### src/rtl/xnor_descrambler_if.sv
// ---------------------------------------------------------------------------
// xnor_descrambler_if
// Bundles the seed strobe, the scrambled input stream and the descrambled
// output stream of the XNOR descrambler.
//
// Handshake rule (both streams): a word moves on a rising clock edge where
// valid && ready are both high. The producer holds valid and data stable
// until that edge. Ready may depend combinationally on the other side's
// ready, but valid never depends on ready.
//
// Signals
//   seed_load  master->slave  1-cycle strobe: latch seed_in, restart frame
//   seed_in    master->slave  LFSR seed (zero is replaced by 1)
//   in_valid   master->slave  scrambled word present
//   in_data    master->slave  scrambled word
//   in_ready   slave->master  slave can take in_data this cycle
//   out_valid  slave->master  descrambled word held
//   out_data   slave->master  descrambled word
//   out_last   slave->master  out_data is the final word of its frame
//   out_ready  master->slave  downstream takes out_data this cycle
//   word_cnt   slave->master  frame index of the next word to be accepted
// ---------------------------------------------------------------------------
interface xnor_descrambler_if #(
  parameter int WIDTH = 6
);
  logic             seed_load;
  logic [WIDTH-1:0] seed_in;
  logic             in_valid;
  logic [WIDTH-1:0] in_data;
  logic             in_ready;
  logic             out_valid;
  logic [WIDTH-1:0] out_data;
  logic             out_last;
  logic             out_ready;
  logic [3:0]       word_cnt;

  modport master (
    output seed_load, seed_in, in_valid, in_data, out_ready,
    input  in_ready, out_valid, out_data, out_last, word_cnt
  );

  modport slave (
    input  seed_load, seed_in, in_valid, in_data, out_ready,
    output in_ready, out_valid, out_data, out_last, word_cnt
  );
endinterface

### src/rtl/xnor_descrambler.sv
// ---------------------------------------------------------------------------
// xnor_descrambler
// Receive side of the XNOR-scrambled link feeding the ALU operand registers.
// Each accepted word is XNORed with a 6-bit Fibonacci LFSR keystream; the
// LFSR advances once per accepted word and reloads the stored seed after the
// last word of a frame. One registered output stage, 1 word/clk throughput.
//
// Ports
//   clk      rising-edge clock
//   rst_n    asynchronous active-low reset
//   bus      xnor_descrambler_if.slave (seed, input and output streams)
//   o_state  current FSM state (0 = IDLE, 1 = RUN) for observation
// ---------------------------------------------------------------------------
module xnor_descrambler #(
  parameter int WIDTH     = 6,
  parameter int FRAME_LEN = 16
) (
  input  logic                clk,
  input  logic                rst_n,
  xnor_descrambler_if.slave   bus,
  output logic                o_state
);

  typedef enum logic {
    ST_IDLE = 1'b0,
    ST_RUN  = 1'b1
  } state_t;

  localparam logic [3:0] LAST_IDX = 4'(FRAME_LEN - 1);

  state_t           r_state;
  state_t           w_state_next;
  logic [WIDTH-1:0] r_lfsr;
  logic [WIDTH-1:0] r_seed;
  logic [3:0]       r_word_cnt;
  logic             r_out_valid;
  logic [WIDTH-1:0] r_out_data;
  logic             r_out_last;

  logic             w_in_ready;
  logic             w_accept;
  logic [WIDTH-1:0] w_seed;
  logic [WIDTH-1:0] w_lfsr_step;
  logic             w_frame_end;

  // An all-zero seed would lock the LFSR, so it is replaced by 1.
  assign w_seed      = (bus.seed_in == '0) ? WIDTH'(1) : bus.seed_in;
  // Taps on the two top bits, feedback shifted in at bit 0.
  assign w_lfsr_step = {r_lfsr[WIDTH-2:0], r_lfsr[WIDTH-1] ^ r_lfsr[WIDTH-2]};
  assign w_frame_end = (r_word_cnt == LAST_IDX);
  assign w_accept    = bus.in_valid && w_in_ready;

  // State register
  always_ff @(posedge clk or negedge rst_n) begin
    if (!rst_n) begin
      r_state <= ST_IDLE;
    end else begin
      r_state <= w_state_next;
    end
  end

  // Next-state logic: the first seed moves to RUN, only reset leaves RUN.
  always_comb begin
    w_state_next = r_state;
    if (r_state == ST_IDLE && bus.seed_load) begin
      w_state_next = ST_RUN;
    end
  end

  // Output logic: a seed strobe blocks input for its cycle so the word
  // offered alongside it is decoded with the new seed one cycle later.
  always_comb begin
    w_in_ready = 1'b0;
    if (r_state == ST_RUN && !bus.seed_load && (!r_out_valid || bus.out_ready)) begin
      w_in_ready = 1'b1;
    end
  end

  // Keystream and frame position
  always_ff @(posedge clk or negedge rst_n) begin
    if (!rst_n) begin
      r_seed     <= WIDTH'(1);
      r_lfsr     <= WIDTH'(1);
      r_word_cnt <= '0;
    end else if (bus.seed_load) begin
      r_seed     <= w_seed;
      r_lfsr     <= w_seed;
      r_word_cnt <= '0;
    end else if (w_accept) begin
      if (w_frame_end) begin
        r_word_cnt <= '0;
        r_lfsr     <= r_seed;
      end else begin
        r_word_cnt <= r_word_cnt + 4'd1;
        r_lfsr     <= w_lfsr_step;
      end
    end
  end

  // Output stage: a new accept overwrites the word leaving in the same cycle.
  always_ff @(posedge clk or negedge rst_n) begin
    if (!rst_n) begin
      r_out_valid <= 1'b0;
      r_out_data  <= '0;
      r_out_last  <= 1'b0;
    end else if (w_accept) begin
      r_out_valid <= 1'b1;
      r_out_data  <= bus.in_data ~^ r_lfsr;
      r_out_last  <= w_frame_end;
    end else if (r_out_valid && bus.out_ready) begin
      r_out_valid <= 1'b0;
    end
  end

  assign bus.in_ready  = w_in_ready;
  assign bus.out_valid = r_out_valid;
  assign bus.out_data  = r_out_data;
  assign bus.out_last  = r_out_last;
  assign bus.word_cnt  = r_word_cnt;
  assign o_state       = r_state;

endmodule

### src/flat_wrapper.sv
// flat-port wrapper written by rule: the top's interface ports become plain ports
module xnor_descrambler_flat 
#(
  parameter int WIDTH     = 6,
  parameter int FRAME_LEN = 16
)
  (clk, rst_n, o_state, bus_seed_load, bus_seed_in, bus_in_valid, bus_in_data, bus_out_ready, bus_in_ready, bus_out_valid, bus_out_data, bus_out_last, bus_word_cnt);
  xnor_descrambler_if #(.WIDTH(WIDTH)) bus_i ();
  input  logic clk;
  input  logic rst_n;
  output logic o_state;
  input wire logic [$bits(bus_i.seed_load)-1:0] bus_seed_load;
  input wire logic [$bits(bus_i.seed_in)-1:0] bus_seed_in;
  input wire logic [$bits(bus_i.in_valid)-1:0] bus_in_valid;
  input wire logic [$bits(bus_i.in_data)-1:0] bus_in_data;
  input wire logic [$bits(bus_i.out_ready)-1:0] bus_out_ready;
  output wire logic [$bits(bus_i.in_ready)-1:0] bus_in_ready;
  output wire logic [$bits(bus_i.out_valid)-1:0] bus_out_valid;
  output wire logic [$bits(bus_i.out_data)-1:0] bus_out_data;
  output wire logic [$bits(bus_i.out_last)-1:0] bus_out_last;
  output wire logic [$bits(bus_i.word_cnt)-1:0] bus_word_cnt;
  assign bus_i.seed_load = bus_seed_load;
  assign bus_i.seed_in = bus_seed_in;
  assign bus_i.in_valid = bus_in_valid;
  assign bus_i.in_data = bus_in_data;
  assign bus_i.out_ready = bus_out_ready;
  assign bus_in_ready = bus_i.in_ready;
  assign bus_out_valid = bus_i.out_valid;
  assign bus_out_data = bus_i.out_data;
  assign bus_out_last = bus_i.out_last;
  assign bus_word_cnt = bus_i.word_cnt;
  xnor_descrambler #(.WIDTH(WIDTH), .FRAME_LEN(FRAME_LEN)) u_core (.clk(clk), .rst_n(rst_n), .bus(bus_i), .o_state(o_state));
endmodule
### config.mk
export PLATFORM = sky130hd
export DESIGN_NAME = xnor_descrambler_flat
export DESIGN_NICKNAME = d
export VERILOG_FILES = /design/src/rtl/xnor_descrambler_if.sv /design/src/rtl/xnor_descrambler.sv /design/src/flat_wrapper.sv
export SDC_FILE = /design/constraint.sdc
export NUM_CORES = 1
export LEC_CHECK = 0
export ABC_AREA = 1
export CAP_MARGIN = 20
export CORE_UTILIZATION = 50
export CTS_BUF_LIST = sky130_fd_sc_hd__clkbuf_4
export DETAILED_ROUTE_END_ITERATION = 8
export MAX_ROUTING_LAYER = met4
export PLACE_DENSITY = 0.81
export SLEW_MARGIN = 10
export SYNTH_ARGS = -nofsm -noshare
export SYNTH_HDL_FRONTEND = slang
export SYNTH_SLANG_ARGS = --single-unit
### constraint.sdc
create_clock -name clk -period 1.4 [get_ports clk]
set_input_delay 0.14 -clock clk [delete_from_list [all_inputs] [get_ports clk]]
set_output_delay 0.14 -clock clk [all_outputs]
set_load 0.005 [all_outputs]
==> impl_metrics.csv, run 1 <==
group,metric,value,unit
run_status,status,"completed",
floorplan,initial_utilization,0.5463,
critical_path,slowest_delay,0.50,ns
critical_path,worst-path-buf-inv,1,
critical_path,r2r_end,"u_core.r_lfsr[0]",
sta,max_freq,742.0,MHz
sta,setup_tns,0,ns
sta,tightest_slew,0.3096,ns
grt,gr-total-overflow,0,
grt,grt_pass1_wl,4554,um
logic_synthesis,netlist.area_leader.share,0.4586,
floorplan,fp-row-count,17,
sta,fin_skew,0.005456,ns
logic_synthesis,ys_top_cells_by_area,"dfrtp_1 (46%), nand2_1 (17%), nand3_1 (7.6%)",
sta,setup_viol,0,
hold_path,min_path_type,"in2async",
clock_network,cts.path.max_buffers,2,
flow_run,max_cap_violations,0,
finish,n_antenna_cell,0,
logic_synthesis,synthFlopType,"dfrtp_1",
finish,nFillCells,176,
critical_path,ff2ff_path_depth,7,
sta,slew_headroom,0.7936,
pwr,vdd_ir_drop_max,0.5485,mV
routing,drtPass1Iterations,4,
sta,period_needed,1.348,ns
routing,route.detailed.drc,0,
sta,period_share,0.9626,
logic_synthesis,ys_top_cells_by_count,"nand2_1 (58), dfrtp_1 (23), nand3_1 (19), inv_1 (9)",
critical_path,path_cells,"clkdlybuf4s50_1",
sta,slew_viol_final,0,
placed_design,post-dp-hpwl,2078,um
logic_synthesis,synth_edf_count,0,
finish,final_layout_size_suffix_gt1_frac,0.1728,
routing,vias_per_cell,5.274,
pwr,leakage,0.8666,nW
clock_network,clock-sinks,25,
critical_path,cp-start-kind,"register",
routing,wl_per_cell,12.94,um
floorplan,ioPinCount,31,
routing,ant_nets,0,
floorplan,coreArea,2297,um2
critical_path,r2r_slack,0.07,ns
grt,grt_pass1_vias,1116,
clock_network,cts.htree.levels,1,
finish,area_growth,35.29,%
clock_network,cts_tree,"yes",
finish,fin_area,1698,um2
critical_path,cp.required,1.26,ns
finish,final_net_count,210,
grt,antenna_found_initial,0,
placed_design,routabilityCongestion,0.8490,
routing,drtIter0Drc,42,
logic_synthesis,ys_warn_count,0,
critical_path,slowest_stage,"clkdlybuf4s50_1",
critical_path,reg2reg_from,"u_core.bus.word_cnt[0]",
clock_network,postCtsHoldBufs,0,
pwr,p_per_area,964.3,nW/um2
floorplan,die_area,2714,um2
floorplan,die_w,52.10,um
clock_network,clk_pin_slew,0.14,ns
placed_design,place_area,1623,um2
grt,grt_max_degree,26,
routing,routed_wirelength,2833,um
grt,grt_use_total,0.2358,
clock_network,clock_latency,0.31,ns
logic_synthesis,async_flop_share,1.000,
clock_network,cts_root_buffer,"clkbuf_4",
placed_design,post-place-ws,-0.1254,ns
sta,setup_ws,0.05229,ns
placed_design,io_buffers,30,
logic_synthesis,syn_area,1255,um2
critical_path,crit_type,"reg2out",
critical_path,cp-end-kind,"primary output",
routing,route.vias.total,1155,
sta,hold_viol,0,
floorplan,die_h,52.10,um
logic_synthesis,synthesis.nets,165,
logic_synthesis,synth-seq-cells,25,
critical_path,cp_max_fo,2,
pwr,p_total,0.001637,W
logic_synthesis,syn_avg_cell_area,8.537,um2
critical_path,critical_path.top_delay_family,"buffers and inverters",
logic_synthesis,synthDistinctLibCells,22,
logic_synthesis,netlist_instances,147,
sta,grt_setup_unrepaired,"true",
logic_synthesis,yosysMostFrequentCell,"nand2_1",
critical_path,crit_arrival,1.21,ns
clock_network,cts-buffers-inserted,3,
logic_synthesis,yosysTopAreaCell,"dfrtp_1",
logic_synthesis,yosysSeqAreaShare,0.5005,
## logic make-up after synthesis
| group | count (synthesis) | share of synthesized area |
|---|---|---|
| and+or+nand+nor | 87 | 0.3031 |
| AOI/OAI and AO/OA | 11 | 0.06679 |
| DFF | 25 | 0.5005 |
| adders and majority gates | 1 | 0.009968 |
| xor gates and xnor gates | 8 | 0.05583 |
| buffers and inverters | 15 | 0.06380 |
## per-layer routing
metal | global-route usage | part of all wire
met5 | - | 0
met1 | 0.2589 | 0.41
met3 | 0.02924 | 0.068
met2 | 0.4167 | 0.51
met4 | 0.1171 | 0.010
## placed cells by master, fill, tap and decap left out
cell type / Yosys / routed
nand3_1: 19 / 19
nor2_4: 1 / 2
dlymetal6s2s_1: 0 / 1
clkinvlp_4: 0 / 1
xor2_1: 7 / 7
dlygate4sd2_1: 0 / 3
ha_1: 1 / 1
a21oi_1: 1 / 1
buf_6: 2 / 1
o21a_1: 1 / 1
xnor2_1: 1 / 1
buf_4: 2 / 14
nand3_4: 1 / 1
dfstp_2: 2 / 2
o21ai_0: 1 / 1
inv_2: 1 / 1
clkdlybuf4s50_1: 0 / 26
nand2_1: 58 / 58
nor2_1: 6 / 6
o21ai_1: 1 / 1
clkbuf_4: 0 / 3
inv_1: 9 / 9
dfrtp_1: 23 / 23
o21ai_2: 7 / 7
nand3_2: 1 / 1
## registers in the layout, indices dropped and copies added (netlist names)
signal                count
u_core.r_lfsr             6
u_core.bus.out_data       6
u_core.bus.out_last       1
u_core.o_state            1
u_core.r_seed             6
u_core.bus.word_cnt       4
u_core.bus.out_valid      1
## worst max path at each step
stage,start,to,cells past startpoint
finish,u_core.bus.word_cnt[3],bus_word_cnt[3],1
detailed placement,bus_seed_load,bus_in_ready,5
global placement,bus_seed_load,bus_in_ready,5
CTS,u_core.bus.word_cnt[1],bus_word_cnt[1],1
floorplan,u_core.bus.word_cnt[0],u_core.r_lfsr[0],6
global route,u_core.bus.word_cnt[0],u_core.r_lfsr[0],8
## timing repair
item | CTS | global route
pin swaps | 0 | 0
buffers inserted | 4 | 1
gates resized for setup | 3 | 3
endpoints found under the setup margin | 4 | 6
## area by class of cell
class | instances | area, um2 | share of cell area
clock buffers | 3 | 22.52 | 0.01326
clock inverters | 1 | 7.507 | 0.004422
well taps | 28 | 35.03 | 0.02063
flip-flops and latches | 25 | 628.1 | 0.3699
multi-input cells | 107 | 551.8 | 0.3250
inverters | 10 | 37.54 | 0.02211
repair buffers | 45 | 415.4 | 0.2447
## metrics by stage
stage	std cells	utilization	hold slack (ns)
3_3_place_gp	210	0.7064	0.4550
3_5_place_dp	210	0.7064	0.4630
5_1_grt	219	0.7391	0.1766
2_1_floorplan	147	-	-0.1556
4_1_cts	218	0.7309	0.1766
6_report	219	0.7391	0.1624
## report_power, final
group          internal, W  leakage [nW]  switching, W
sequential        0.000816         0.304     0.0000624
combinational     0.000240         0.548      0.000190
clock             0.000109        0.0139      0.000220
Note: power is estimated with default switching activity, not from simulation.
==> run 2: changes to the inputs <==
CORE_UTILIZATION = 54   (was 50)
GPL_TIMING_DRIVEN = 0   (was unset)
PLACE_DENSITY = 0.86   (was 0.81)
clock period = 1.7 ns   (was 1.4 ns; I/O delays follow)
==> run 2 against run 1 <==
Sequential share of layout area increased by 1.7 points. Sequential power decreased by 17%. Critical endpoint is now bus_word_cnt[0]. Critical path depth unchanged.
==> impl_metrics.csv, run 2 (synthesized netlist as in run 1, its figures left out) <==
group,metric,value,unit
run_status,status,"completed",
sta,fin_skew,0.007328,ns
clock_network,clk_pin_slew,0.13,ns
critical_path,critPathCapture,"bus_word_cnt[0]",
sta,setup_viol,0,
critical_path,ff2ff_path_depth,6,
routing,route.detailed.drc,0,
critical_path,cp.depth,1,
sta,max_freq,687.2,MHz
critical_path,r2r_end,"u_core.r_lfsr[0]",
clock_network,cts_tree,"yes",
critical_path,slowest_delay,0.53,ns
sta,grt_setup_unrepaired,"false",
critical_path,cp_max_fo,5,
pwr,p_per_area,813.1,nW/um2
floorplan,die_w,50.21,um
critical_path,r2r_slack,0.29,ns
critical_path,crit_type,"reg2out",
floorplan,fp-row-count,17,
grt,grt_max_degree,26,
clock_network,clock-sinks,25,
critical_path,critical_path.top_delay_family,"buffers and inverters",
sta,period_share,0.8560,
sta,holdWs,0.1093,ns
finish,fin_area,1625,um2
floorplan,ioPinCount,31,
grt,gr-total-overflow,0,
routing,route.vias.total,1071,
routing,vias_per_cell,5.124,
sta,slew_viol_final,0,
critical_path,cp.required,1.53,ns
critical_path,cp-start-kind,"register",
placed_design,place_area,1580,um2
hold_path,min_path_type,"in2reg",
critical_path,slowest_stage,"clkdlybuf4s50_1",
placed_design,post-dp-hpwl,1933,um
floorplan,initial_utilization,0.5728,
finish,final_net_count,200,
clock_network,clock_latency,0.31,ns
floorplan,coreArea,2191,um2
placed_design,routabilityCongestion,0.8404,
clock_network,cts_root_buffer,"clkbuf_4",
grt,grt_pass1_vias,977,
critical_path,cp-end-kind,"primary output",
critical_path,reg2reg_from,"u_core.bus.word_cnt[0]",
sta,hold_viol,0,
pwr,leakage,0.8118,nW
finish,area_growth,29.51,%
grt,grt_use_total,0.2345,
grt,grt_pass1_wl,4326,um
finish,layout_common_cells,"nand2_1 (58), clkdlybuf4s50_1 (28), dfrtp_1 (23), nand3_1 (19), inv_1 (9)",
clock_network,cts-buffers-inserted,3,
sta,setup_tns,0,ns
clock_network,postCtsHoldBufs,0,
placed_design,io_buffers,29,
critical_path,worst-path-buf-inv,1,
routing,ant_nets,0,
routing,drtPass1Iterations,4,
critical_path,crit_path_start,"u_core.bus.word_cnt[0]",
critical_path,crit_arrival,1.29,ns
grt,antenna_found_initial,0,
finish,final_common_cell,"nand2_1",
sta,period_needed,1.455,ns
routing,routed_wirelength,2539,um
clock_network,cts.path.max_buffers,2,
critical_path,path_cells,"clkdlybuf4s50_1",
clock_network,cts.htree.levels,1,
floorplan,die_h,50.21,um
flow_run,max_cap_violations,0,
clock_network,postCtsSetupRepairBufs,0,
floorplan,die_area,2521,um2
routing,wl_per_cell,12.15,um
sta,tightest_slew,0.5473,ns
pwr,vdd_ir_drop_max,0.6060,mV
finish,nFillCells,160,
routing,drtIter0Drc,34,
finish,n_antenna_cell,0,
finish,final_layout_size_suffix_gt1_frac,0.1326,
sta,slew_headroom,0.6340,
==> run 2: cell count changes in the layout (fill, tap and decap cells not counted), sizes merged <==
cell,delta
buf,-9
clkdlybuf4s50,+2
clkinv,+1
clkinvlp,-1
dlygate4sd2,-3
==> run 2: layer usage <==
metal	routed length (um)	up-vias	track usage
met2	1216	42	0.3800
met1	1163	492	0.3072
met4	19	0	0.07143
li1	-	533	-
met3	140	4	0.03030
met5	0	-	-
==> run 2: worst min-delay path by stage <==
stage	from	endpoint	slack [ns]	cells past startpoint
after floorplan	rst_n	u_core.bus.out_data[0]	-0.13	0
after global placement	bus_seed_load	u_core.r_seed[0]	0.44	3
after detailed placement	bus_seed_load	u_core.r_seed[0]	0.46	3
after CTS	bus_seed_load	u_core.r_seed[0]	0.11	3
after global routing	bus_seed_load	u_core.r_seed[0]	0.13	3
final	bus_seed_load	u_core.r_seed[0]	0.11	3
==> run 2: what timing repair did <==
action,4_1_cts,5_1_grt
hold endpoints to repair,0,0
gates resized for setup,0,1
endpoints found under the setup margin,0,1
==> run 2: cell type report <==
| class | instances | area (um2) | area share |
|---|---|---|---|
| clock inverters | 1 | 5.005 | 0.003079 |
| plain buffers | 5 | 42.54 | 0.02617 |
| repair buffers | 30 | 307.8 | 0.1894 |
| flip-flops and latches | 25 | 628.1 | 0.3865 |
| clock buffers | 3 | 22.52 | 0.01386 |
| multi-input cells | 107 | 546.8 | 0.3364 |
| inverters | 10 | 37.54 | 0.02309 |
| well taps | 28 | 35.03 | 0.02156 |
==> run 2: stage by stage <==
stage / std cells / setup slack [ns] / power, W / util
finish: 209 / 0.2447 / 0.001322 / 0.7419
global route: 209 / 0.1864 / 0.001396 / 0.7419
CTS: 208 / 0.07509 / 0.001324 / 0.7339
detailed placement: 204 / 0.1614 / 0.001073 / 0.7213
global placement: 204 / 0.1971 / 0.001058 / 0.7213
floorplan: 147 / 0.4972 / 0.0008944 / -
==> run 2: tightest hold or removal path, stage by stage <==
cell and delay [ns]:
buf_6 0.12, nand2_1 0.09, nand2_1 0.06
==> run 2: report_power, final <==
group | switching (W) | leakage [nW] | internal (W)
registers | 0.0000553 | 0.304 | 0.000672
clock network | 0.000171 | 0.0177 | 0.0000880
logic | 0.000146 | 0.490 | 0.000190
total | 0.000372 | 0.812 | 0.000949
==> run 3: changes to the inputs <==
CORE_UTILIZATION = 45   (was 54)
CTS_BUF_LIST = unset   (was sky130_fd_sc_hd__clkbuf_4)
PLACE_DENSITY = 0.74   (was 0.86)
==> run 3 against run 2 <==
Critical path depth unchanged. Wire length rose by 3.5%. Sequential share of layout area shrank 0.059 points. Critical endpoint unchanged. Register-to-register slack hardly changed. Sequential power about the same. Clock skew shrank 0.0060 ns. Clock-buffer cell count is the same. Via count is 0.93% lower. Global-route usage is 2.6 points lower. Non-clock buffer count stayed put. Sequential cell count unchanged.
==> impl_metrics.csv, run 3 (synthesized netlist as in run 1, its figures left out) <==
group,metric,value,unit
run_status,status,"completed",
pwr,vdd_ir_drop_max,0.5637,mV
routing,route.detailed.drc,0,
finish,final_layout_size_suffix_gt1_frac,0.1326,
routing,drtPass1Iterations,4,
pwr,internal-power,0.0009497,W
critical_path,crit_arrival,1.29,ns
pwr,power_frac_seq,0.547,
floorplan,die_area,3004,um2
sta,setup_tns,0,ns
sta,slew_headroom,0.5666,
sta,holdWs,0.1145,ns
sta,slew_viol_final,0,
floorplan,coreArea,2545,um2
pwr,swShare,0.2850,
finish,multiInputGateArea,546.8,um2
routing,vias_per_cell,5.028,
finish,final_common_cell,"nand2_1",
critical_path,cp-end-kind,"primary output",
floorplan,ioPinCount,31,
sta,grt_setup_unrepaired,"false",
routing,ant_nets,0,
sta,period_needed,1.455,ns
clock_network,cts.path.max_buffers,2,
clock_network,cts_root_buffer,"clkbuf_4",
critical_path,slowest_delay,0.53,ns
critical_path,path_cells,"clkdlybuf4s50_1",
routing,routed_wirelength,2628,um
grt,grt_pass1_wl,4188,um
pwr,netSwitchingPower,0.0003786,W
finish,layout_common_cells,"nand2_1 (58), clkdlybuf4s50_1 (28), dfrtp_1 (23), nand3_1 (19), inv_1 (9)",
sta,hold_viol,0,
clock_network,cts_tree,"yes",
pwr,combPwrFrac,0.252,
floorplan,fp-row-count,18,
routing,drtIter0Drc,20,
critical_path,cp_max_fo,5,
grt,gr-total-overflow,0,
clock_network,cts-buffers-inserted,3,
finish,final_net_count,200,
routing,wl_per_cell,12.45,um
critical_path,cp-start-kind,"register",
pwr,leakage,0.8118,nW
floorplan,die_h,54.81,um
critical_path,critical_path.top_delay_family,"buffers and inverters",
clock_network,postCtsHoldBufs,0,
finish,ff_latch_area,628.1,um2
critical_path,crit_type,"reg2out",
floorplan,initial_utilization,0.4931,
grt,grt_pass1_vias,981,
critical_path,worst-path-buf-inv,1,
floorplan,die_w,54.81,um
placed_design,post-dp-hpwl,2042,um
clock_network,clock-sinks,25,
grt,grt_max_degree,15,
finish,nFillCells,225,
flow_run,max_cap_violations,0,
clock_network,cts.htree.levels,1,
clock_network,clk_pin_slew,0.13,ns
sta,tightest_slew,0.6480,ns
sta,period_share,0.8562,
placed_design,io_buffers,29,
grt,grt_use_total,0.2089,
critical_path,cp.required,1.53,ns
critical_path,slowest_stage,"clkdlybuf4s50_1",
clock_network,clock_latency,0.32,ns
grt,antenna_found_initial,0,
finish,n_antenna_cell,0,
hold_path,min_path_type,"in2reg",
sta,fin_skew,0.001290,ns
pwr,p_clk_frac,0.201,
placed_design,routabilityCongestion,0.7676,
routing,route.vias.total,1061,
finish,area_growth,29.71,%
sta,max_freq,687.1,MHz
pwr,p_per_area,816.0,nW/um2
sta,setup_viol,0,
-- run 3: cell counts in the layout (fill, tap and decap cells not counted) --
Identical to the previous run, type by type.
-- run 3: per-stage QoR --
stage	area, um2	setup slack (ns)	std cells	util	power (W)
finish	1628	0.2445	211	0.6396	0.001328
global route	1628	0.1609	211	0.6396	0.001407
CTS	1625	0.09626	211	0.6386	0.001349
detailed placement	1598	0.1843	207	0.6278	0.001076
global placement	1583	0.1597	206	0.6219	0.001059
floorplan	1255	0.4972	147	-	0.0008944
-- run 3: worst min-delay path, delay by kind of cell --
family,cells,cell delay (ns)
buffers and inverters,1,0.12
and+or+nand+nor,2,0.16
-- run 3: worst paths after layout --
check | slack (ns) | cells past startpoint | to | start
min | 0.11 | 3 | u_core.r_seed[0] | bus_seed_load
max | 0.24 | 1 | bus_word_cnt[0] | u_core.bus.word_cnt[0]
min reg2reg | 0.49 | 2 | u_core.r_seed[3] | u_core.r_seed[3]
max in group asynchronous | 0.96 | 2 | u_core.bus.out_data[3] | rst_n
max reg2reg | 0.29 | 6 | u_core.r_lfsr[0] | u_core.bus.word_cnt[0]
min in group asynchronous | 0.23 | 1 | u_core.bus.word_cnt[1] | rst_n
-- run 3: what timing repair did --
action | in CTS | in global routing
buffers inserted | 0 | 0
setup endpoints to repair | 0 | 1
gates resized for setup | 0 | 1
-- run 3: power groups by stage --
stage / sequential, W / combinational (W) / clock [W]
6_report: 0.000726 / 0.000335 / 0.000267
5_1_grt: 0.000736 / 0.000371 / 0.000301
4_1_cts: 0.000727 / 0.000339 / 0.000283
2_1_floorplan: 0.000733 / 0.000161 / 0
3_5_place_dp: 0.000738 / 0.000338 / 0
3_3_place_gp: 0.000734 / 0.000325 / 0
-- run 3: layer usage --
layer,global-route usage,part of all wire
met1,0.2401,0.45
met2,0.3534,0.47
met3,0.02778,0.065
met4,0.1026,0.019
met5,-,0
-- run 3: final cells by class --
class                           instances  share of cell area
Sequential cell                        25              0.3859
Clock inverter                          1            0.003075
Buffer                                  5             0.02613
Timing Repair Buffer                   30              0.1891
Clock buffer                            3             0.01384
Tap cell                               30             0.02306
Inverter                               10             0.02306
Multi-Input combinational cell        107              0.3359
